===== src/rtl/shift_pkg.sv =====
// Shared definitions for the shift sequencer: default widths, op codes and
// FSM state encoding.
package shift_pkg;

  localparam int unsigned DATA_W_DEF = 32;
  localparam int unsigned AMT_W_DEF  = 5;

  // Shift op encodings; 2'b10 is reserved and executes as SLL.
  localparam logic [1:0] SH_SLL = 2'b00;
  localparam logic [1:0] SH_SRL = 2'b01;
  localparam logic [1:0] SH_SRA = 2'b11;

  typedef enum logic [1:0] {
    S_IDLE  = 2'b00,
    S_SHIFT = 2'b01,
    S_DONE  = 2'b10
  } state_t;

endpackage


===== src/rtl/shift_sequencer_if.sv =====
// Decode/EX-side bundle for the shift sequencer.
//   master: decode side (drives start and operands, observes status/result)
//   slave : the sequencer
//   start/op/var_sel/shamt/rs/rt : request and operands
//   busy/stall/done/result       : status and shifted value
interface shift_sequencer_if #(
  parameter int unsigned DATA_W = shift_pkg::DATA_W_DEF,
  parameter int unsigned AMT_W  = shift_pkg::AMT_W_DEF
);

  logic              start;
  logic [1:0]        op;
  logic              var_sel;
  logic [AMT_W-1:0]  shamt;
  logic [DATA_W-1:0] rs;
  logic [DATA_W-1:0] rt;
  logic              busy;
  logic              stall;
  logic              done;
  logic [DATA_W-1:0] result;

  modport master (
    output start, op, var_sel, shamt, rs, rt,
    input  busy, stall, done, result
  );

  modport slave (
    input  start, op, var_sel, shamt, rs, rt,
    output busy, stall, done, result
  );

endinterface


===== src/rtl/shift_step.sv =====
// Combinational single-bit shift of data by op.
//   data    : value to shift
//   op      : SLL / SRL / SRA (reserved code shifts left)
//   stepped : data shifted by one position
module shift_step
  import shift_pkg::*;
#(
  parameter int unsigned DATA_W = DATA_W_DEF
) (
  input  logic [DATA_W-1:0] data,
  input  logic [1:0]        op,
  output logic [DATA_W-1:0] stepped
);

  always_comb begin
    stepped = {data[DATA_W-2:0], 1'b0};
    unique case (op)
      SH_SRL:  stepped = {1'b0, data[DATA_W-1:1]};
      SH_SRA:  stepped = {data[DATA_W-1], data[DATA_W-1:1]};
      default: stepped = {data[DATA_W-2:0], 1'b0};
    endcase
  end

endmodule


===== src/rtl/shift_sequencer.sv =====
// Multi-cycle shift controller: shifts rt one bit per cycle by an amount
// taken from shamt or rs[4:0], stalling the pipeline while it runs.
//   clk, rst_n : clock, asynchronous active-low reset
//   bus        : slave side of shift_sequencer_if
module shift_sequencer
  import shift_pkg::*;
#(
  parameter int unsigned DATA_W = DATA_W_DEF,
  parameter int unsigned AMT_W  = AMT_W_DEF
) (
  input logic              clk,
  input logic              rst_n,
  shift_sequencer_if.slave bus
);

  state_t            state_q, state_d;
  logic [AMT_W-1:0]  cnt_q, cnt_d;
  logic [DATA_W-1:0] data_q, data_d;
  logic [1:0]        op_q, op_d;
  logic [DATA_W-1:0] result_q, result_d;
  logic              busy_q, busy_d;
  logic              done_q, done_d;
  logic [AMT_W-1:0]  amt;
  logic [DATA_W-1:0] stepped;
  logic              stall_c;
  logic              rs_high_unused;

  // Only the low AMT_W bits of rs carry a shift amount.
  assign rs_high_unused = ^bus.rs[DATA_W-1:AMT_W];

  shift_step #(.DATA_W(DATA_W)) u_step (
    .data    (data_q),
    .op      (op_q),
    .stepped (stepped)
  );

  // State, counter and datapath registers.
  always_ff @(posedge clk or negedge rst_n) begin
    if (!rst_n) begin
      state_q  <= S_IDLE;
      cnt_q    <= '0;
      data_q   <= '0;
      op_q     <= SH_SLL;
      result_q <= '0;
      busy_q   <= 1'b0;
      done_q   <= 1'b0;
    end else begin
      state_q  <= state_d;
      cnt_q    <= cnt_d;
      data_q   <= data_d;
      op_q     <= op_d;
      result_q <= result_d;
      busy_q   <= busy_d;
      done_q   <= done_d;
    end
  end

  // Next-state and datapath update; result is loaded on entry to DONE so it
  // is visible in the same cycle as the done pulse.
  always_comb begin
    state_d  = state_q;
    cnt_d    = cnt_q;
    data_d   = data_q;
    op_d     = op_q;
    result_d = result_q;
    // Amount is an unsigned 5-bit value; upper bits are implicitly zero.
    amt      = bus.var_sel ? bus.rs[AMT_W-1:0] : bus.shamt;

    unique case (state_q)
      S_IDLE: begin
        if (bus.start) begin
          data_d = bus.rt;
          op_d   = bus.op;
          if (amt == '0) begin
            state_d  = S_DONE;
            result_d = bus.rt;
          end else begin
            cnt_d   = amt;
            state_d = S_SHIFT;
          end
        end
      end
      S_SHIFT: begin
        data_d = stepped;
        cnt_d  = cnt_q - AMT_W'(1);
        if (cnt_q == AMT_W'(1)) begin
          state_d  = S_DONE;
          result_d = stepped;
        end
      end
      S_DONE:  state_d = S_IDLE;
      default: state_d = S_IDLE;
    endcase

    busy_d = (state_d == S_SHIFT);
    done_d = (state_d == S_DONE);
  end

  // Stall must rise in the accepting cycle itself, hence combinational.
  assign stall_c = ((state_q == S_IDLE) && bus.start) || (state_q == S_SHIFT);

  assign bus.stall  = stall_c;
  assign bus.busy   = busy_q;
  assign bus.done   = done_q;
  assign bus.result = result_q;

endmodule


===== src/flat_wrapper.sv =====
// flat-port wrapper written by rule: the top's interface ports become plain ports
module shift_sequencer_flat import shift_pkg::*;
#(
  parameter int unsigned DATA_W = DATA_W_DEF,
  parameter int unsigned AMT_W  = AMT_W_DEF
)
  (clk, rst_n, bus_start, bus_op, bus_var_sel, bus_shamt, bus_rs, bus_rt, bus_busy, bus_stall, bus_done, bus_result);
  shift_sequencer_if #(.DATA_W(DATA_W), .AMT_W(AMT_W)) bus_i ();
  input logic clk;
  input logic rst_n;
  input wire logic [$bits(bus_i.start)-1:0] bus_start;
  input wire logic [$bits(bus_i.op)-1:0] bus_op;
  input wire logic [$bits(bus_i.var_sel)-1:0] bus_var_sel;
  input wire logic [$bits(bus_i.shamt)-1:0] bus_shamt;
  input wire logic [$bits(bus_i.rs)-1:0] bus_rs;
  input wire logic [$bits(bus_i.rt)-1:0] bus_rt;
  output wire logic [$bits(bus_i.busy)-1:0] bus_busy;
  output wire logic [$bits(bus_i.stall)-1:0] bus_stall;
  output wire logic [$bits(bus_i.done)-1:0] bus_done;
  output wire logic [$bits(bus_i.result)-1:0] bus_result;
  assign bus_i.start = bus_start;
  assign bus_i.op = bus_op;
  assign bus_i.var_sel = bus_var_sel;
  assign bus_i.shamt = bus_shamt;
  assign bus_i.rs = bus_rs;
  assign bus_i.rt = bus_rt;
  assign bus_busy = bus_i.busy;
  assign bus_stall = bus_i.stall;
  assign bus_done = bus_i.done;
  assign bus_result = bus_i.result;
  shift_sequencer #(.DATA_W(DATA_W), .AMT_W(AMT_W)) u_core (.clk(clk), .rst_n(rst_n), .bus(bus_i));
endmodule

===== config.mk =====
export PLATFORM = sky130hd
export DESIGN_NAME = shift_sequencer_flat
export DESIGN_NICKNAME = d
export VERILOG_FILES = /design/src/rtl/shift_pkg.sv /design/src/rtl/shift_sequencer_if.sv /design/src/rtl/shift_step.sv /design/src/rtl/shift_sequencer.sv /design/src/flat_wrapper.sv
export SDC_FILE = /design/constraint.sdc
export NUM_CORES = 1
export LEC_CHECK = 0
export ABC_AREA = 1
export CAP_MARGIN = 30
export CORE_MARGIN = 3
export CORE_UTILIZATION = 35
export DETAILED_ROUTE_END_ITERATION = 7
export GPL_ROUTABILITY_DRIVEN = 0
export PLACE_DENSITY = 0.64
export SLEW_MARGIN = 5
export SYNTH_ARGS = -nofsm -noshare
export SYNTH_HDL_FRONTEND = slang
export SYNTH_SLANG_ARGS = --single-unit

===== constraint.sdc =====
create_clock -name clk -period 2.2 [get_ports clk]
set_input_delay 0.44 -clock clk [delete_from_list [all_inputs] [get_ports clk]]
set_output_delay 0.44 -clock clk [all_outputs]
set_load 0.005 [all_outputs]

==> summary.md, run 1 <==
| Metric | Value |
|---|---|
| Critical Path Source Type | input pin |
| DR iter-0 viols | 149 |
| Post-synth EDFFs | 0 |
| Synth area leaders | dfrtp_1, nand2_1, nand3_1 |
| Reg2reg start | u_core.state_q[0]$_DFF_PN0_ |
| CTS Buf Count | 9 |
| Die footprint | 12100 sq um |
| Synth area leader | dfrtp_1 |
| Fill count | 1049 |
| Die Span Y | 110 microns |
| Synth Cell Area | 3800 sq um |
| Leak | 2.49 nW |
| Clk pwr share | 15.7% |
| Most frequent cell after synthesis | nand2_1 |
| ANT nets after route | 0 |
| Critical Path AT | 1480 ps |
| CORE AREA | 10400 sq um |
| Max VDD drop | 0.617 mV |
| Sw Ratio | 43.5% |
| Clock buffer depth | 2 |
| Total grt overflow | 0 |
| Tcrit/Tclk final | 87.4% |
| FFs w/ async S/R, synth | 100% |
| Critical R2R Capture | u_core.bus.result[11]$_DFFE_PN0P_ |
| Initial Util | 36.4% |
| Top cell type's share of synthesized area | 49.4% |
| Final hold viol count | 0 |
| Hold WC Path Type | in -> async |
| R2R setup slack | 420 ps |
| Achievable clock frequency | 0.520 GHz |
| Die width | 110 microns |
| # DRC | 0 |
| Port bufs | 82 |
| R2R cell count | 9 |
| Final Core Density | 47.8% |
| Cell Pwr Density | 1550 nW/um^2 |
| H-tree levels | 3 |
| Cell variety after synth | 21 |
| Final Max Tran Viols | 0 |
| Worst relative slew slack | 59.3% |
| RSZ-0062 raised after global routing | false |
| Final setup TNS | 0 ps |
| Worst Max-Slew Pin Slew | 609 ps |
| Sequential fraction of the synthesis area | 49.4% |
| Outcome | complete, no violations |
| Fin crit period | 1920 ps |
| Final setup viols | 0 |
| Max incr delay on CP | 450 ps |
| Post-synth top flop | dfrtp_1 |
| YS warnings | 0 |
| Clock Sinks | 75 |
| Ordered cell list for the critical path | clkdlybuf4s50_1 -> inv_1 -> nor2_4 -> nor2_4 -> inv_1 -> dlygate4sd2_1 |
| Crit path max-delay cell type | clkdlybuf4s50_1 |
| Multi-input gate area | 1700 sq um |
| Cell count after synthesis | 513 |
| Mapped Nets | 590 |
| Comb power frac | 51.8% |
| DR pass1 iterations | 5 |
| CTS tree | yes |
| Max Cap Viol | 0 |
| Crit Path Max Fanout | 2 |
| Area delta synth->final | 31.0% |
| Wirelength per Cell | 13.3 microns |
| Diodes inserted | 0 |
| Row count | 37 |
| Share of cells above drive strength 1 | 7.86% |
| CP Data Required Time | 1760 ps |
| Post-route design area | 4970 sq um |
| Worst setup path class | in -> out |
| Clock Latency Late Sink | 360 ps |
| First-pass GRT wire length | 16700 microns |
| Dpl cell area | 4750 sq um |
| Sw power | 0.00336 W |
| Gr usage total | 17.5% |
| Largest net degree at the start of global routing | 40 |
| Initial antenna violation count | 0 |
| Register area | 1880 sq um |
| Post-CTS Setup Bufs | 0 |
| Reg power frac | 32.6% |
| Vias in the first global route | 3558 |
| Final Skew | 9.83 ps |
| CTS root buf | clkbuf_8 |
| Vias post-DR | 3549 |
| Vias per cell | 4.84 |
| Clock Pin Slew Worst Setup and Hold Paths | 80 ps |
| P_int | 0.00437 W |
| Synthesized flop and latch total | 75 |
| Crit. End Element | output pin |
| Nets | 670 |
| CTS hold repair buffers | 0 |
| I/O pin count | 110 |
| Final HPWL from detailed placement | 6820 microns |
| Syn Area/Cell | 7.40 sq um |
| Most common library cells after synthesis | nand2_1, dfrtp_1, nand3_1, o21ai_0, nor2_1 |
| Wirelength, routed | 9730 microns |
cell families after synthesis:
| family | synth area share, % |
|---|---|
| DFF | 49.4 |
| muxes | 0.297 |
| and+or+nand+nor | 34.5 |
| AOI/OAI and AO/OA | 9.36 |
| adders and majority gates | 0.659 |
| buffers and inverters | 5.74 |
state kept, by name, indices dropped and copies added, names as in the netlist:
| name | count |
|---|---|
| u_core.op_q | 2 |
| u_core.bus.result | 32 |
| u_core.cnt_q | 5 |
| u_core.data_q | 32 |
| u_core.bus.busy | 1 |
| u_core.bus.done | 1 |
| u_core.state_q | 2 |
worst max path at each step:
stage / to / from / cells after the start
after global placement: bus_stall / bus_start / 6
after detailed placement: u_core.bus.result[11]$_DFFE_PN0P_ / bus_var_sel / 10
after floorplan: bus_stall / u_core.state_q[0]$_DFF_PN0_ / 6
after CTS: bus_stall / bus_start / 6
after global routing: u_core.bus.result[4]$_DFFE_PN0P_ / bus_var_sel / 10
final: bus_stall / bus_start / 6
power groups by stage:
| stage | registers [W] | clock network, W | logic, W |
|---|---|---|---|
| after floorplan | 0.00247 | 0 | 0.00269 |
| after global placement | 0.00252 | 0 | 0.00397 |
| after detailed placement | 0.00252 | 0 | 0.00407 |
| after CTS | 0.00251 | 0.00124 | 0.00407 |
| after global routing | 0.00260 | 0.00130 | 0.00463 |
| final | 0.00252 | 0.00121 | 0.00400 |
cells in the final DEF (no fill, tap or decap), drive strengths merged:
cell type        n
a21oi            1
clkdlybuf4s50   80
clkinv           3
dlygate4sd2      1
nor2            41
clkbuf          10
bufinv           2
nand3           44
nand2          235
nand4            1
buf             17
inv             18
dfrtp           75
a31oi            3
o21ai           64
ha               2
mux2             1
routing by layer:
metal  wire (microns)  global-route usage [%]
met1             4430                    22.9
met3              529                    3.73
met2             4680                    29.2
met5                0                       0
met4               90                    5.01
timing repair:
item | in CTS | in global routing
endpoints found under the setup margin | 1 | 0
gates resized for setup | 1 | 0
hold endpoints to repair | 0 | 0
cell type report:
type                    instances  area share (%)
clock inverters                 6            1.76
multi-input cells             392            34.2
clock buffers                  10            2.77
inverters                      17            1.28
well taps                     136            3.42
flip-flops and latches         75            37.7
repair buffers                 98            18.8
critical path, delay by kind of cell:
family | cells | cell delay [ps]
buffers and inverters | 4 | 860
and+or+nand+nor | 2 | 180
per-stage QoR:
step           setup WS (ps)  hold slack (ps)  total power (W)  std cells
6_report                 277             34.9          0.00773        734
5_1_grt                  158             56.0          0.00853        734
3_3_place_gp           -14.7              428          0.00650        718
2_1_floorplan            659              144          0.00515        513
4_1_cts                  266             44.9          0.00782        734
3_5_place_dp           -33.1              430          0.00659        718
Note: power is estimated with default switching activity, not from simulation.
==> inputs of run 2 (changes only) <==
- PLACE_DENSITY: 0.64 -> 0.62
- SYNTH_HIERARCHICAL: not set -> 1
==> summary.md, run 2 <==
| Metric | Value |
|---|---|
| Final setup viols | 0 (unchanged) |
| Cell Pwr Density | 1540 nW/um^2 (-1.2%) |
| I/O pin count | 110 (unchanged) |
| Critical Path Source Type | input pin |
| Critical Path AT | 1700 ps (+220 ps) |
| Most common library cells after synthesis | nand2_1, dfrtp_1, nand3_2, nor2_1, a31oi_1 |
| Die Span Y | 119 microns (+8.0%) |
| Crit. End Element | output pin |
| First-pass GRT wire length | 18400 microns (+10%) |
| Final HPWL from detailed placement | 7500 microns (+9.9%) |
| Vias post-DR | 3898 (+9.8%) |
| Port bufs | 82 (unchanged) |
| GR Util met3 | 4.51% (+0.78 points) |
| Clock Sinks | 75 (unchanged) |
| Synth Cell Area | 4470 sq um (+18%) |
| Leak | 2.83 nW (+13%) |
| H-tree levels | 3 (unchanged) |
| Cell family with most CP delay | buffers and inverters |
| WHS | 76.8 ps (+41.9 ps) |
| Crit Path Max Fanout | 2 (unchanged) |
| Crit path max-delay cell type | clkdlybuf4s50_1 |
| Synthesized flop and latch total | 75 (unchanged) |
| CP bufs+invs | 4 (unchanged) |
| Top cell type's share of synthesized area | 42.0% (-7.4 points) |
| Post-synth top flop | dfrtp_1 |
| Final Skew | 10.3 ps (+0.478 ps) |
| Most frequent cell after synthesis | nand2_1 |
| Max Cap Viol | 0 (unchanged) |
| Vias in the first global route | 3870 (+8.8%) |
| Worst relative slew slack | 57.7% (-1.7 points) |
| Synth area leaders | dfrtp_1, nand2_1, nand3_2 |
| YS warnings | 6 (+6) |
| Die width | 119 microns (+8.0%) |
| Commonest non-fill, non-tap cell in the layout | nand2_1 |
| CTS hold repair buffers | 0 (unchanged) |
| Syn Area/Cell | 7.85 sq um (+6.1%) |
| Synth area leader | dfrtp_1 |
| RSZ-0062 raised after global routing | false |
| Most frequent cells in the layout | nand2_1, clkdlybuf4s50_1, dfrtp_1 |
| Largest net degree at the start of global routing | 69 (+73%) |
| Global route hottest layer | met2 |
| Hold WC Path Type | in -> async |
| Share of cells above drive strength 1 | 17.0% (+9.1 points) |
| Post-CTS Setup Bufs | 0 (unchanged) |
| Diodes inserted | 0 (unchanged) |
| Initial Util | 36.4% (about the same) |
| GR Util met1 | 20.9% (-2.0 points) |
| Final Max Tran Viols | 0 (unchanged) |
| Tcrit/Tclk final | 97.5% (+10 points) |
| Initial antenna violation count | 0 (unchanged) |
| CORE AREA | 12300 sq um (+18%) |
| Cell variety after synth | 25 (+19%) |
| Wirelength, routed | 11000 microns (+13%) |
| Wirelength per Cell | 13.5 microns (+1.6%) |
| Total grt overflow | 0 (unchanged) |
| # DRC | 0 (unchanged) |
| DR pass1 iterations | 5 (unchanged) |
| Clock buffer depth | 2 (unchanged) |
| Nets | 719 (+7.3%) |
| ANT nets after route | 0 (unchanged) |
| Clock Pin Slew Worst Setup and Hold Paths | 60 ps (-20 ps) |
| Max VDD drop | 0.701 mV (+14%) |
| Worst Max-Slew Pin Slew | 635 ps (+26.2 ps) |
| CTS tree | yes |
| Mapped Nets | 646 (+9.5%) |
| FFs w/ async S/R, synth | 100% (unchanged) |
| Area delta synth->final | 27.2% |
| Max incr delay on CP | 490 ps (+40 ps) |
| Worst setup path class | in -> out |
| Fill count | 1210 (+15%) |
| Vias per cell | 4.78 (-1.1%) |
| Ordered cell list for the critical path | clkdlybuf4s50_1 -> nand2_1 -> inv_1 -> nor2_1 -> inv_2 -> clkdlybuf4s50_1 |
| Place WS | 46.5 ps (+79.6 ps) |
| Total chip power | 0.00873 W (+13%) |
| Post-CTS Resized | 0 (-1) |
| Final hold viol count | 0 (unchanged) |
| Post-synth EDFFs | 0 (unchanged) |
| Cell count after synthesis | 569 (+11%) |
| CTS Buf Count | 9 (unchanged) |
| CP Data Required Time | 1760 ps (about the same) |
| GR Layer Usage met2 | 24.7% (-4.5 points) |
| Final WS setup | 55.5 ps (-222 ps) |
| Achievable clock frequency | 0.466 GHz (-10%) |
| Die footprint | 14200 sq um (+17%) |
| Fin crit period | 2140 ps (+222 ps) |
| Final setup TNS | 0 ps (unchanged) |
| Row count | 40 (+8.1%) |
| CTS root buf | clkbuf_16 |
| Crit path top cell by count | clkdlybuf4s50_1 |
| DR iter-0 viols | 308 (+110%) |
| Sequential fraction of the synthesis area | 42.0% (-7.4 points) |
| Clock Latency Late Sink | 340 ps (-20 ps) |
| Gr usage total | 15.9% (-1.5 points) |
| Outcome | complete, no violations |
==> run 2: metal layers <==
| metal | share of wire (%) | wire [microns] | up-vias |
|---|---|---|---|
| li1 | - | - | 1976 |
| met1 | 47 | 5140 | 1805 |
| met2 | 45 | 4970 | 100 |
| met3 | 5.8 | 640 | 17 |
| met4 | 2.0 | 224 | 0 |
| met5 | 0 | 0 | - |
==> run 2: report_power, final <==
part	switching, W	internal [W]	total (W)
logic	0.00265	0.00195	0.00460
registers	0.000505	0.00210	0.00261
clock network	0.000582	0.000944	0.00153
==> run 2: per-stage QoR <==
step	util [%]	area, sq um	cells
4_1_cts	46.4	5690	815
3_5_place_dp	43.8	5370	799
6_report	46.4	5690	815
2_1_floorplan	-	4470	569
5_1_grt	46.4	5690	815
3_3_place_gp	43.8	5370	799
==> run 2: worst reg2reg max path, cell delays in order (launching register included) <==
cell and delay (ps):
dfrtp_1 390, inv_1 80, nor2_2 160, nor2_1 100, inv_2 80, buf_4 530, nor2_1 130, a31oi_1 200
==> run 2: kinds of logic after synthesis <==
logic type / after synthesis / share of synthesized area [%]
buffers and inverters: 56 / 8.43
AND/OR/NAND/NOR: 397 / 43.7
AO/OA/AOI/OAI: 39 / 5.35
flip-flops: 75 / 42.0
adder cells (fa/ha/maj): 2 / 0.560
==> run 2: cell type report <==
type | instances | area [sq um] | share of cell area, %
Sequential cell | 75 | 1880 | 33.0
Timing Repair Buffer | 96 | 973 | 17.1
Multi-Input combinational cell | 438 | 2220 | 39.1
Clock buffer | 11 | 253 | 4.45
Clock inverter | 5 | 60.1 | 1.06
Tap cell | 168 | 210 | 3.70
Inverter | 22 | 87.6 | 1.54
==> run 2: final timing paths <==
| kind | start | to | slack, ps | cells past startpoint |
|---|---|---|---|---|
| max | bus_start | bus_stall | 60 | 6 |
| min | rst_n | u_core/data_q[8]$_DFFE_PN0P_ | 80 | 1 |
| max reg2reg | u_core/state_q[0]$_DFF_PN0_ | u_core/data_q[7]$_DFFE_PN0P_ | 440 | 7 |
| min reg2reg | u_core/op_q[1]$_DFFE_PN0P_ | u_core/op_q[1]$_DFFE_PN0P_ | 500 | 2 |
| max in group asynchronous | rst_n | u_core/bus.result[3]$_DFFE_PN0P_ | 1530 | 2 |
| min in group clk | u_core/op_q[1]$_DFFE_PN0P_ | u_core/op_q[1]$_DFFE_PN0P_ | 500 | 2 |
==> inputs of run 3 (changes only) <==
- CORE_MARGIN: 3 -> 2
==> summary.md, run 3 (same netlist as run 2, synthesis figures left out) <==
| Metric | Value |
|---|---|
| Outcome | complete, no violations |
| Largest net degree at the start of global routing | 69 (unchanged) |
| Final Max Tran Viols | 0 (unchanged) |
| Die width | 117 microns (-1.7%) |
| Wirelength per Cell | 13.1 microns (-2.8%) |
| Final setup viols | 0 (unchanged) |
| Vias post-DR | 3922 (+0.62%) |
| Worst Max-Slew Pin Slew | 632 ps (-2.87 ps) |
| Total grt overflow | 0 (unchanged) |
| Nets | 721 (+0.28%) |
| H-tree levels | 3 (unchanged) |
| Cell Pwr Density | 1530 nW/um^2 (about the same) |
| Gr usage total | 16.9% (+0.99 points) |
| Final hold viol count | 0 (unchanged) |
| Post-CTS Setup Bufs | 0 (unchanged) |
| Post-CTS Resized | 1 (+1) |
| First-pass GRT wire length | 18300 microns (-0.48%) |
| Crit Path Max Fanout | 4 (+2) |
| Critical Path AT | 1650 ps (-50 ps) |
| # DRC | 0 (unchanged) |
| Initial Util | 35.7% (-0.74 points) |
| Wirelength, routed | 10800 microns (-2.1%) |
| Leak | 2.84 nW (+0.56%) |
| I/O pin count | 110 (unchanged) |
| ANT nets after route | 0 (unchanged) |
| Hold WC Path Type | in -> async |
| Worst setup path class | reg -> out |
| Critical Path Source Type | flip-flop |
| Tcrit/Tclk final | 94.8% (-2.6 points) |
| Commonest non-fill, non-tap cell in the layout | nand2_1 |
| CORE AREA | 12500 sq um (+2.1%) |
| Fin crit period | 2090 ps (-58.0 ps) |
| Port bufs | 82 (unchanged) |
| Diodes inserted | 0 (unchanged) |
| Final Skew | 5.50 ps (-4.81 ps) |
| Achievable clock frequency | 0.479 GHz (+2.8%) |
| Clock Pin Slew Worst Setup and Hold Paths | 60 ps (about the same) |
| Die Span Y | 117 microns (-1.7%) |
| DR pass1 iterations | 4 (-1) |
| Dpl cell area | 5390 sq um (+0.37%) |
| Place WS | -57.2 ps (-104 ps) |
| CTS hold repair buffers | 0 (unchanged) |
| Crit. End Element | output pin |
| Clock Latency Late Sink | 340 ps (about the same) |
| Max Cap Viol | 0 (unchanged) |
| Met2 wire length | 4870 microns (-2.1%) |
| Vias in the first global route | 3922 (+1.3%) |
| Final WS setup | 114 ps (+58.0 ps) |
| CTS root buf | clkbuf_16 |
| Worst relative slew slack | 57.9% (+0.19 points) |
| Area delta synth->final | 27.8% |
| Total chip power | 0.00876 W (+0.34%) |
| Row count | 41 (+2.5%) |
| Fill count | 1305 (+7.9%) |
| CTS Buf Count | 9 (unchanged) |
| Final HPWL from detailed placement | 7580 microns (+1.0%) |
| Inst Count DP | 805 (+0.75%) |
| Post-route design area | 5710 sq um (+0.40%) |
| Share of cells above drive strength 1 | 17.4% (+0.41 points) |
| Most frequent cells in the layout | nand2_1, clkdlybuf4s50_1, dfrtp_1 |
| Initial antenna violation count | 0 (unchanged) |
| CTS tree | yes |
| Clock buffer depth | 2 (unchanged) |
| M1 wire length | 5150 microns (about the same) |
| Max VDD drop | 0.513 mV (-27%) |
| Die footprint | 13700 sq um (-3.3%) |
| WHS | 13.9 ps (-62.9 ps) |
| Final Non-Filler Cells | 821 (+0.74%) |
| Vias per cell | 4.78 (-0.12%) |
| Clock Sinks | 75 (unchanged) |
| RSZ-0062 raised after global routing | false |
| Top Metal Used | met4 |
| DR iter-0 viols | 141 (-54%) |
| Metal3 WL | 523 microns (-18%) |
| CP Data Required Time | 1760 ps (about the same) |
run 3: final timing paths:
kind / start / cells after the start / slack, ps / to
max reg2reg: u_core/state_q[0]$_DFF_PN0_ / 8 / 400 / u_core/cnt_q[3]$_DFFE_PN0P_
min: rst_n / 1 / 10 / u_core/data_q[5]$_DFFE_PN0P_
min in group clk: u_core/op_q[1]$_DFFE_PN0P_ / 2 / 490 / u_core/op_q[1]$_DFFE_PN0P_
min reg2reg: u_core/op_q[1]$_DFFE_PN0P_ / 2 / 490 / u_core/op_q[1]$_DFFE_PN0P_
max in group asynchronous: rst_n / 2 / 1570 / u_core/data_q[19]$_DFFE_PN0P_
max: u_core/state_q[0]$_DFF_PN0_ / 5 / 110 / bus_stall
run 3: layout make-up:
type / instances / area (sq um) / share of cell area (%)
flip-flops and latches: 75 / 1880 / 32.9
well taps: 172 / 215 / 3.77
clock buffers: 12 / 256 / 4.49
repair buffers: 98 / 991 / 17.4
multi-input cells: 438 / 2230 / 39.1
clock inverters: 4 / 48.8 / 0.855
inverters: 22 / 87.6 / 1.53
run 3: worst max-delay path, cell delays in order, from the launching register on:
cell	delay [ps]
dfrtp_1	400
inv_1	90
nor2_2	170
nor2_4	80
inv_2	70
clkdlybuf4s50_1	490
run 3: metrics by stage:
| step | setup TNS, ps | utilization [%] |
|---|---|---|
| after CTS | 0 | 45.5 |
| after floorplan | 0 | - |
| after detailed placement | -57.2 | 43.1 |
| after global routing | 0 | 45.6 |
| final | 0 | 45.6 |
| after global placement | -56.2 | 43.1 |
run 3: metal layers:
metal,vias up,global-route usage [%]
met2,89,26.8
met5,-,0
met1,1841,22.7
li1,1976,-
met3,16,3.35
met4,0,6.98
run 3: where the power goes:
group / internal [W] / leakage [nW] / switching [W]
Combinational: 0.00200 / 1.83 / 0.00264
Sequential: 0.00210 / 0.863 / 0.000514
Clock: 0.000938 / 0.153 / 0.000572
Total: 0.00503 / 2.84 / 0.00372
